$ cat config.mk
export PLATFORM = sky130hd
export DESIGN_NAME = note_sequencer
export DESIGN_NICKNAME = d
export VERILOG_FILES = /design/src/rtl/note_sequencer.sv
export SDC_FILE = /design/constraint.sdc
export NUM_CORES = 1
export LEC_CHECK = 0
export CORE_ASPECT_RATIO = 1.1
export CORE_MARGIN = 5
export CORE_UTILIZATION = 60
export CTS_CLUSTER_DIAMETER = 40
export DETAILED_ROUTE_END_ITERATION = 8
export GPL_ROUTABILITY_DRIVEN = 0
export PLACE_DENSITY = 0.78
export SYNTH_ARGS = -nofsm -noshare
export SYNTH_HDL_FRONTEND = slang
export SYNTH_SLANG_ARGS = --single-unit
$ cat constraint.sdc
create_clock -name clk_in -period 7.37 [get_ports clk_in]
set_clock_uncertainty 0.1 [all_clocks]
set_input_delay 2.211 -clock clk_in [delete_from_list [all_inputs] [get_ports clk_in]]
set_output_delay 2.211 -clock clk_in [all_outputs]
set_load 0.005 [all_outputs]
$ cat src/rtl/note_sequencer.sv
// Plays a stored list of (tone, duration) entries as a gated tone stream.
// Each entry goes through FETCH -> PLAY -> GAP. A duration of 0 skips the entry; a tone of 0 is a rest.
module note_sequencer #(
    parameter  int DEPTH          = 16,
    parameter  int DUR_WIDTH      = 8,
    parameter  int TICKS_PER_UNIT = 1_000_000,
    parameter  int GAP_TICKS      = 100_000,
    localparam int AW             = $clog2(DEPTH)
) (
    input  logic                 clk_in,
    input  logic                 rst_in,
    input  logic                 wr_en_in,
    input  logic [AW-1:0]        wr_addr_in,
    input  logic [9:0]           wr_tone_in,
    input  logic [DUR_WIDTH-1:0] wr_dur_in,
    input  logic [AW:0]          len_in,
    input  logic                 loop_in,
    input  logic                 start_in,
    input  logic                 stop_in,
    output logic [9:0]           tone_out,
    output logic                 gate_out,
    output logic                 busy_out,
    output logic [AW-1:0]        idx_out,
    output logic                 done_out
);

    localparam int PW = (TICKS_PER_UNIT > 1) ? $clog2(TICKS_PER_UNIT) : 1;
    localparam int GW = (GAP_TICKS > 1) ? $clog2(GAP_TICKS) : 1;
    localparam int GAP_LAST_I = (GAP_TICKS > 0) ? GAP_TICKS - 1 : 0;
    localparam logic [PW-1:0] PRESC_LAST = PW'(TICKS_PER_UNIT - 1);
    localparam logic [GW-1:0] GAP_LAST   = GW'(GAP_LAST_I);
    localparam logic [AW:0]   DEPTH_LEN  = (AW+1)'(DEPTH);

    typedef enum logic [1:0] {IDLE, FETCH, PLAY, GAP} state_t;

    state_t                 state_q, state_d;
    logic [AW-1:0]          idx_q, idx_d;
    logic [AW:0]            len_q, len_d;
    logic                   loop_q, loop_d;
    logic [PW-1:0]          presc_q, presc_d;
    logic [DUR_WIDTH-1:0]   unit_q, unit_d;
    logic [GW-1:0]          gap_q, gap_d;
    logic [9:0]             tone_d;
    logic                   gate_d, done_d, busy_d, adv;

    logic [9+DUR_WIDTH:0]   mem [DEPTH];
    logic [9+DUR_WIDTH:0]   rd_q;
    logic [9:0]             rd_tone;
    logic [DUR_WIDTH-1:0]   rd_dur;

    assign rd_tone = rd_q[DUR_WIDTH +: 10];
    assign rd_dur  = rd_q[DUR_WIDTH-1:0];
    assign idx_out = idx_q;

    // NOTE: the entry RAM has no reset so it maps onto block/distributed RAM; contents survive rst_in.
    // The read address is the next index, so the entry is ready during FETCH; same-edge writes are read-first.
    always_ff @(posedge clk_in) begin
        if (wr_en_in) begin
            mem[wr_addr_in] <= {wr_tone_in, wr_dur_in};
        end
        rd_q <= mem[idx_d];
    end

    // NOTE: every signal gets a default before the case statement so no latch can be inferred.
    always_comb begin
        state_d = state_q;
        idx_d   = idx_q;
        len_d   = len_q;
        loop_d  = loop_q;
        presc_d = presc_q;
        unit_d  = unit_q;
        gap_d   = gap_q;
        tone_d  = tone_out;
        gate_d  = 1'b0;
        done_d  = 1'b0;
        adv     = 1'b0;

        case (state_q)
            IDLE: begin
                tone_d = '0;
                if (start_in) begin
                    len_d  = (len_in > DEPTH_LEN) ? DEPTH_LEN : len_in;
                    loop_d = loop_in;
                    idx_d  = '0;
                    if (len_in == '0) done_d  = 1'b1;
                    else              state_d = FETCH;
                end
            end
            FETCH: begin
                if (rd_dur == '0) begin
                    adv = 1'b1;
                end else begin
                    state_d = PLAY;
                    tone_d  = rd_tone;
                    gate_d  = (rd_tone != '0);
                    presc_d = '0;
                    unit_d  = rd_dur - DUR_WIDTH'(1);
                end
            end
            PLAY: begin
                gate_d = (tone_out != '0);
                if (presc_q == PRESC_LAST) begin
                    presc_d = '0;
                    if (unit_q == '0) begin
                        gate_d = 1'b0;
                        if (GAP_TICKS == 0) begin
                            adv = 1'b1;
                        end else begin
                            state_d = GAP;
                            gap_d   = '0;
                        end
                    end else begin
                        unit_d = unit_q - DUR_WIDTH'(1);
                    end
                end else begin
                    presc_d = presc_q + PW'(1);
                end
            end
            GAP: begin
                if (gap_q == GAP_LAST) adv   = 1'b1;
                else                   gap_d = gap_q + GW'(1);
            end
            default: state_d = IDLE;
        endcase

        if (adv) begin
            if ({1'b0, idx_q} == len_q - (AW+1)'(1)) begin
                idx_d = '0;
                if (loop_q) begin
                    state_d = FETCH;
                end else begin
                    state_d = IDLE;
                    done_d  = 1'b1;
                    tone_d  = '0;
                end
            end else begin
                idx_d   = idx_q + AW'(1);
                state_d = FETCH;
            end
        end

        // Abort wins over everything, including a start or a natural end in the same cycle.
        if (stop_in) begin
            state_d = IDLE;
            idx_d   = '0;
            tone_d  = '0;
            gate_d  = 1'b0;
            done_d  = 1'b0;
        end

        busy_d = (state_d != IDLE);
    end

    // NOTE: sequential state uses non-blocking assignments so every register samples pre-edge values.
    always_ff @(posedge clk_in or posedge rst_in) begin
        if (rst_in) begin
            state_q  <= IDLE;
            idx_q    <= '0;
            len_q    <= '0;
            loop_q   <= 1'b0;
            presc_q  <= '0;
            unit_q   <= '0;
            gap_q    <= '0;
            tone_out <= '0;
            gate_out <= 1'b0;
            busy_out <= 1'b0;
            done_out <= 1'b0;
        end else begin
            state_q  <= state_d;
            idx_q    <= idx_d;
            len_q    <= len_d;
            loop_q   <= loop_d;
            presc_q  <= presc_d;
            unit_q   <= unit_d;
            gap_q    <= gap_d;
            tone_out <= tone_d;
            gate_out <= gate_d;
            busy_out <= busy_d;
            done_out <= done_d;
        end
    end

endmodule
# == After elaboration in Yosys (flattened, before gate mapping) ==
# Memories as Yosys holds them, arrays and structs flattened. A register that Yosys moved wholly into a read port is not among the register bits.
# Cells that the tools add are included.
# totals
mem_bits_rw,288
regBits,70
latchBits,0
word_cells,93
rom_bits,0
mem_count,1
out_inout_bits,17
in_bits,33
# memory_table
memory,depth,width,read_ports,rd_clocked_by_memory_dff,wr,line_no,text
mem,16,18,1,1,1,46,logic [9+DUR_WIDTH:0] mem [DEPTH];
# classes
n_addsub,6
mux,50
order_cmp,1
mul,0
n_shift,0
reduce_logical,13
n_bitwise,0
eq_ne,11
div_mod_pow,0
# op_table
op,n
two-way mux 17 bit,3
two-way mux 10 bit,5
two-way mux 20 bit,2
case mux 20 bit (2 select lines),1
case mux 17 bit (2 select lines),1
two-way mux 8 bit,3
adder 20 x 1 -> 20 bit (second input constant),1
== test 20 bit (second input constant),1
two-way mux 4 bit,5
case mux 10 bit (2 select lines),1
nonzero test 10 bit,2
adder 17 x 1 -> 17 bit (second input constant),1
== test 17 bit (second input constant),1
logical NOT 8 bit,2
two-way mux 1 bit,16
two-way mux 2 bit,8
case mux 8 bit (2 select lines),1
subtractor 8 x 1 -> 8 bit (second input constant),2
!= test 2 bit (second input constant),5
AND reduction 4 bit,2
case mux 2 bit (3 select lines),1
nonzero test 2 bit,3
== test 4 x 5 -> 1 bit,1
greater-than comparator 5 bit (second input constant),1
9 further kinds,12

# == Logic depth before layout (Yosys ltp) ==
# depth
word_depth,8
ltp_mapped,14
mapped_depth_nobuf,11

# == Least setup slack after synthesis ==
# OpenSTA, ideal clock, no wires.
# synth_timing
path_kind,input port to flip-flop
start,input port wr_addr_in[2]
end,"memory mem[0][0] (netlist bit), enable pin"
t_arrival_ns,3.991
setup_ns,0.416
path_slack_ns,2.863
path_buffers,0
cell_stages,2
required_time_ns,6.854
cell_sequence,or3b_2 > nor3_1
# synth_lines
element,line_no,text
from (decl),13,"input logic [AW-1:0] wr_addr_in,"
to (decl),46,
# No word-level cell before the write port.

# == Worst setup path in the final report ==
# layout_timing
start,input port stop_in
end,"register rd_q[9], read port of mem"
# layout_via
elab_chain_cells,1
# layout_rtl
element,line_no,text
from (decl),19,"input logic stop_in,"
two-way mux 4 bit,143,if (stop_in) begin
to (decl),47,logic [9+DUR_WIDTH:0] rd_q;
# Every way passes these cells.
# A chain may end at the register's enable or synchronous reset.

==> flow_summary.yaml <==
yosys:
  async_flop_share_pct: 18.62
  synthFlopType: "edfxtp_1"
  synthAdderAreaFrac_pct: 0.8056
  yosys.area_share.simple_pct: 10.90
  synth_edf_count: 288
  ys_seq_area_share_pct: 69.28
  synth_compound_area_share_pct: 12.20
  synthMuxAreaShare_pct: 2.795
  ys_types: 61
  avgSynthCellArea_sq_um: 13.35
  synth-seq-cells: 376
  synth_nets: 1206
  ys.warnings.count: 0
  synth_top_family_by_area: "compound AO/OA/AOI/OAI gates"
  syn_inst: 1163
  syn_area_sq_mm: 0.01553
  synthXorXnorAreaFrac_pct: 1.466
finish:
  multi_input_area_sq_mm: 0.004427
  register_area_sq_mm: 0.01076
  final_layout_size_suffix_gt1_share_pct: 10.22
  fillCellCount: 1715
  syn2layout_area_growth_pct: 14.61
  final_nets: 1262
  diodes: 0
power_and_ir_drop:
  power_leakage_nw: 6.307
  irDropWorstVdd_mv: 0.2483
  power.density_mw_per_mm2: 284.1
cts:
  clock_path_buffers: 3
  post_cts_buffers: 0
  htreeDepth: 2
  cts-root-buf: "clkbuf_16"
  post_cts_resized: 0
  hold_buffers: 0
  tritoncts: "built"
  worstSkewPairLatency_ns: 0.54
  cts.reportedPaths.clkPinSlew_ns: 0.06
  clock-sinks: 376
  cts-buffers-inserted: 44
timing:
  setup_viol: 0
  rsz0062_at_grt: "no"
  hold_violations: 0
  max_freq_mhz: 181.0
  relSlewSlack_pct: 17.46
  finalCriticalPeriod_ns: 5.526
  period_share_pct: 74.97
  whs_ns: 0.3988
  maxSlewViolCount: 0
  worst_slew_pin_slew_ns: 1.230
  tns_ns: 0
detailed_routing:
  wirelength_um: 35300
  dr_total_vias: 10120
  first_iter_violations: 984
  avgViaCountPerCell: 6.329
  ant_nets: 0
  drc: 0
  firstDrtPassIters: 5
  wl_per_cell_um: 22.08
floorplan:
  io_pins: 50
  die_height_um: 178.7
  rows: 61
  die_w_um: 163.4
  core_area_sq_mm: 0.02542
  die_area_sq_mm: 0.02921
  start_util_pct: 61.11
critical_path:
  cp_data_arrival_time_ns: 5.83
  critPathRequiredTime_ns: 7.67
  startpoint_type: "input port"
  critPathSlowestCell: "and2_4"
  crit_fanout: 67
  critical_path.cell_chain: "clkdlybuf4s50_1 > nor2_1 > nand3_2 > buf_4 > and2_4 > clkinv_2 > buf_4 > a211oi_1 > a211oi_1 > or4_1"
  critPathMaxStageDelay_ns: 0.81
  cp-end-kind: "flop"
  criticalPathCategory: "input port to flop"
run:
  maxCapViolCount: 0
global_route:
  grt_first_pass_wirelength_um: 55140
  grt_usage_pct: 24.45
  antenna_found_initial: 0
  overflow: 0
  grt_max_degree: 71
  grt_pass1_vias: 10055
status:
  status: "finished clean"
worst_hold_path:
  hold_path.class: "flop to flop"
placed_design:
  dpl.hpwl_um: 20860
  numPortBuffers: 49
synthesized netlist by cell type (4+ instances only):
master      n  share of area (%)
a211oi_1   73                3.5
a21o_1      5               0.24
a21oi_1    92                3.0
a221oi_1   37                2.1
a22oi_1    10               0.48
and2_1      6               0.24
and3_1     39                1.6
buf_2      13               0.42
buf_6       5               0.36
clkbuf_1   38               0.92
dfrtp_1    70                 11
dfxtp_1    18                2.3
edfxtp_1  288                 56
ha_1       10               0.81
inv_1      14               0.34
mux2i_1    40                2.6
nand2_1   116                2.8
nand2b_1    7               0.28
nand3_1    29               0.93
nand4_1     7               0.28
nor2_1     64                1.5
nor3_1     18               0.58
nor4_1      7               0.28
o21ai_0    31                1.0
o22ai_1     6               0.24
o31ai_1    11               0.53
or2_2       4               0.16
or3_1       6               0.24
or4_1      21                1.0
xnor2_1    11               0.62
xor2_1     15               0.85
worst paths after layout:
kind	from	to	slack, ns	depth (start not counted)
max	stop_in	rd_q[9]$_DFF_P_	1.84	10
min	rd_q[17]$_DFF_P_	tone_out[9]$_DFF_PP0_	0.40	2
max reg2reg	len_q[0]$_DFFE_PP0P_	rd_q[9]$_DFF_P_	2.59	13
min reg2reg	rd_q[17]$_DFF_P_	tone_out[9]$_DFF_PP0_	0.40	2
max in group asynchronous	rst_in	presc_q[18]$_DFFE_PP0P_	4.41	3
min in group asynchronous	rst_in	gap_q[14]$_DFFE_PP0P_	2.18	3
cells in the final DEF, fill, tap and decap left out, types with 6 or more instances in the layout:
| cell | netlist | routed |
|---|---|---|
| a21oi_1 | 92 | 92 |
| clkbuf_1 | 38 | 11 |
| nor3_1 | 18 | 14 |
| or4_1 | 21 | 21 |
| nand4_1 | 7 | 7 |
| nand2_1 | 116 | 116 |
| clkinv_4 | 0 | 6 |
| nor2_1 | 64 | 52 |
| nand3_1 | 29 | 29 |
| a221oi_1 | 37 | 37 |
| nor2_2 | 0 | 12 |
| inv_1 | 14 | 13 |
| xnor2_1 | 11 | 11 |
| or3_1 | 6 | 6 |
| clkbuf_16 | 0 | 45 |
| o22ai_1 | 6 | 6 |
| xor2_1 | 15 | 15 |
| a22oi_1 | 10 | 10 |
| a211oi_1 | 73 | 73 |
| edfxtp_1 | 288 | 288 |
| o21ai_0 | 31 | 31 |
| ha_1 | 10 | 10 |
| o31ai_1 | 11 | 11 |
| nor4_1 | 7 | 7 |
| dfrtp_1 | 70 | 70 |
| dfxtp_1 | 18 | 18 |
| clkdlybuf4s50_1 | 0 | 49 |
| buf_4 | 3 | 24 |
| nand2b_1 | 7 | 7 |
| and3_1 | 39 | 39 |
| mux2i_1 | 40 | 40 |
where the power goes:
part           switching [mW]  internal, mW  total (mW)  leakage (nW)
clock network           0.839          1.25        2.09         0.678
logic                   0.310         0.197       0.507          1.93
registers              0.0757          2.38        2.46          3.70
total                    1.23          3.83        5.06          6.31
registers in the layout, indices dropped and copies added (netlist names), 2 cells and up:
name	count
tone_out	10
rd_q	18
unit_q	8
mem	288
presc_q	20
state_q	2
gap_q	17
idx_out	4
len_q	5
stage by stage:
step                power, mW  worst slack (ns)  util [%]  instances  area, sq um
floorplan               2.825             2.863         -       1163        15530
global placement        2.986             1.487     64.45       1519        16380
detailed placement      3.009             1.376     64.45       1519        16380
CTS                     5.077             1.903     70.03       1599        17800
global route            5.250             1.664     70.03       1599        17800
finish                  5.058             1.844     70.03       1599        17800
layout make-up:
cell class | instances | share of cell area, %
clock buffer | 57 | 6.636
clock inverter | 23 | 1.336
inverter | 18 | 0.3936
multi-input combinational | 705 | 24.87
sequential | 376 | 60.45
tap | 346 | 2.432
timing repair buffer | 74 | 3.880
cells by family after synthesis:
kind of cell / count (synthesis)
flip-flops: 376
AND/OR/NAND/NOR: 341
AO/OA/AOI/OAI: 285
buffers and inverters: 82
multiplexers: 43
XOR/XNOR: 26
adder cells (fa/ha/maj): 10
critical path, delay by kind of cell:
kind,cells,cell delay (ns)
AND/OR/NAND/NOR,4,1.52
buffers and inverters,4,1.50
AO/OA/AOI/OAI,2,0.53
metal layers:
metal / vias to the layer above / GRT usage [%] / share of wire [%]
met2: 452 / 40.85 / 49
met4: 0 / 9.053 / 3.6
met1: 4995 / 32.58 / 39
met5: - / 0 / 0
li1: 4582 / - / -
met3: 91 / 4.254 / 8.5
Note: power is estimated with default switching activity, not from simulation.
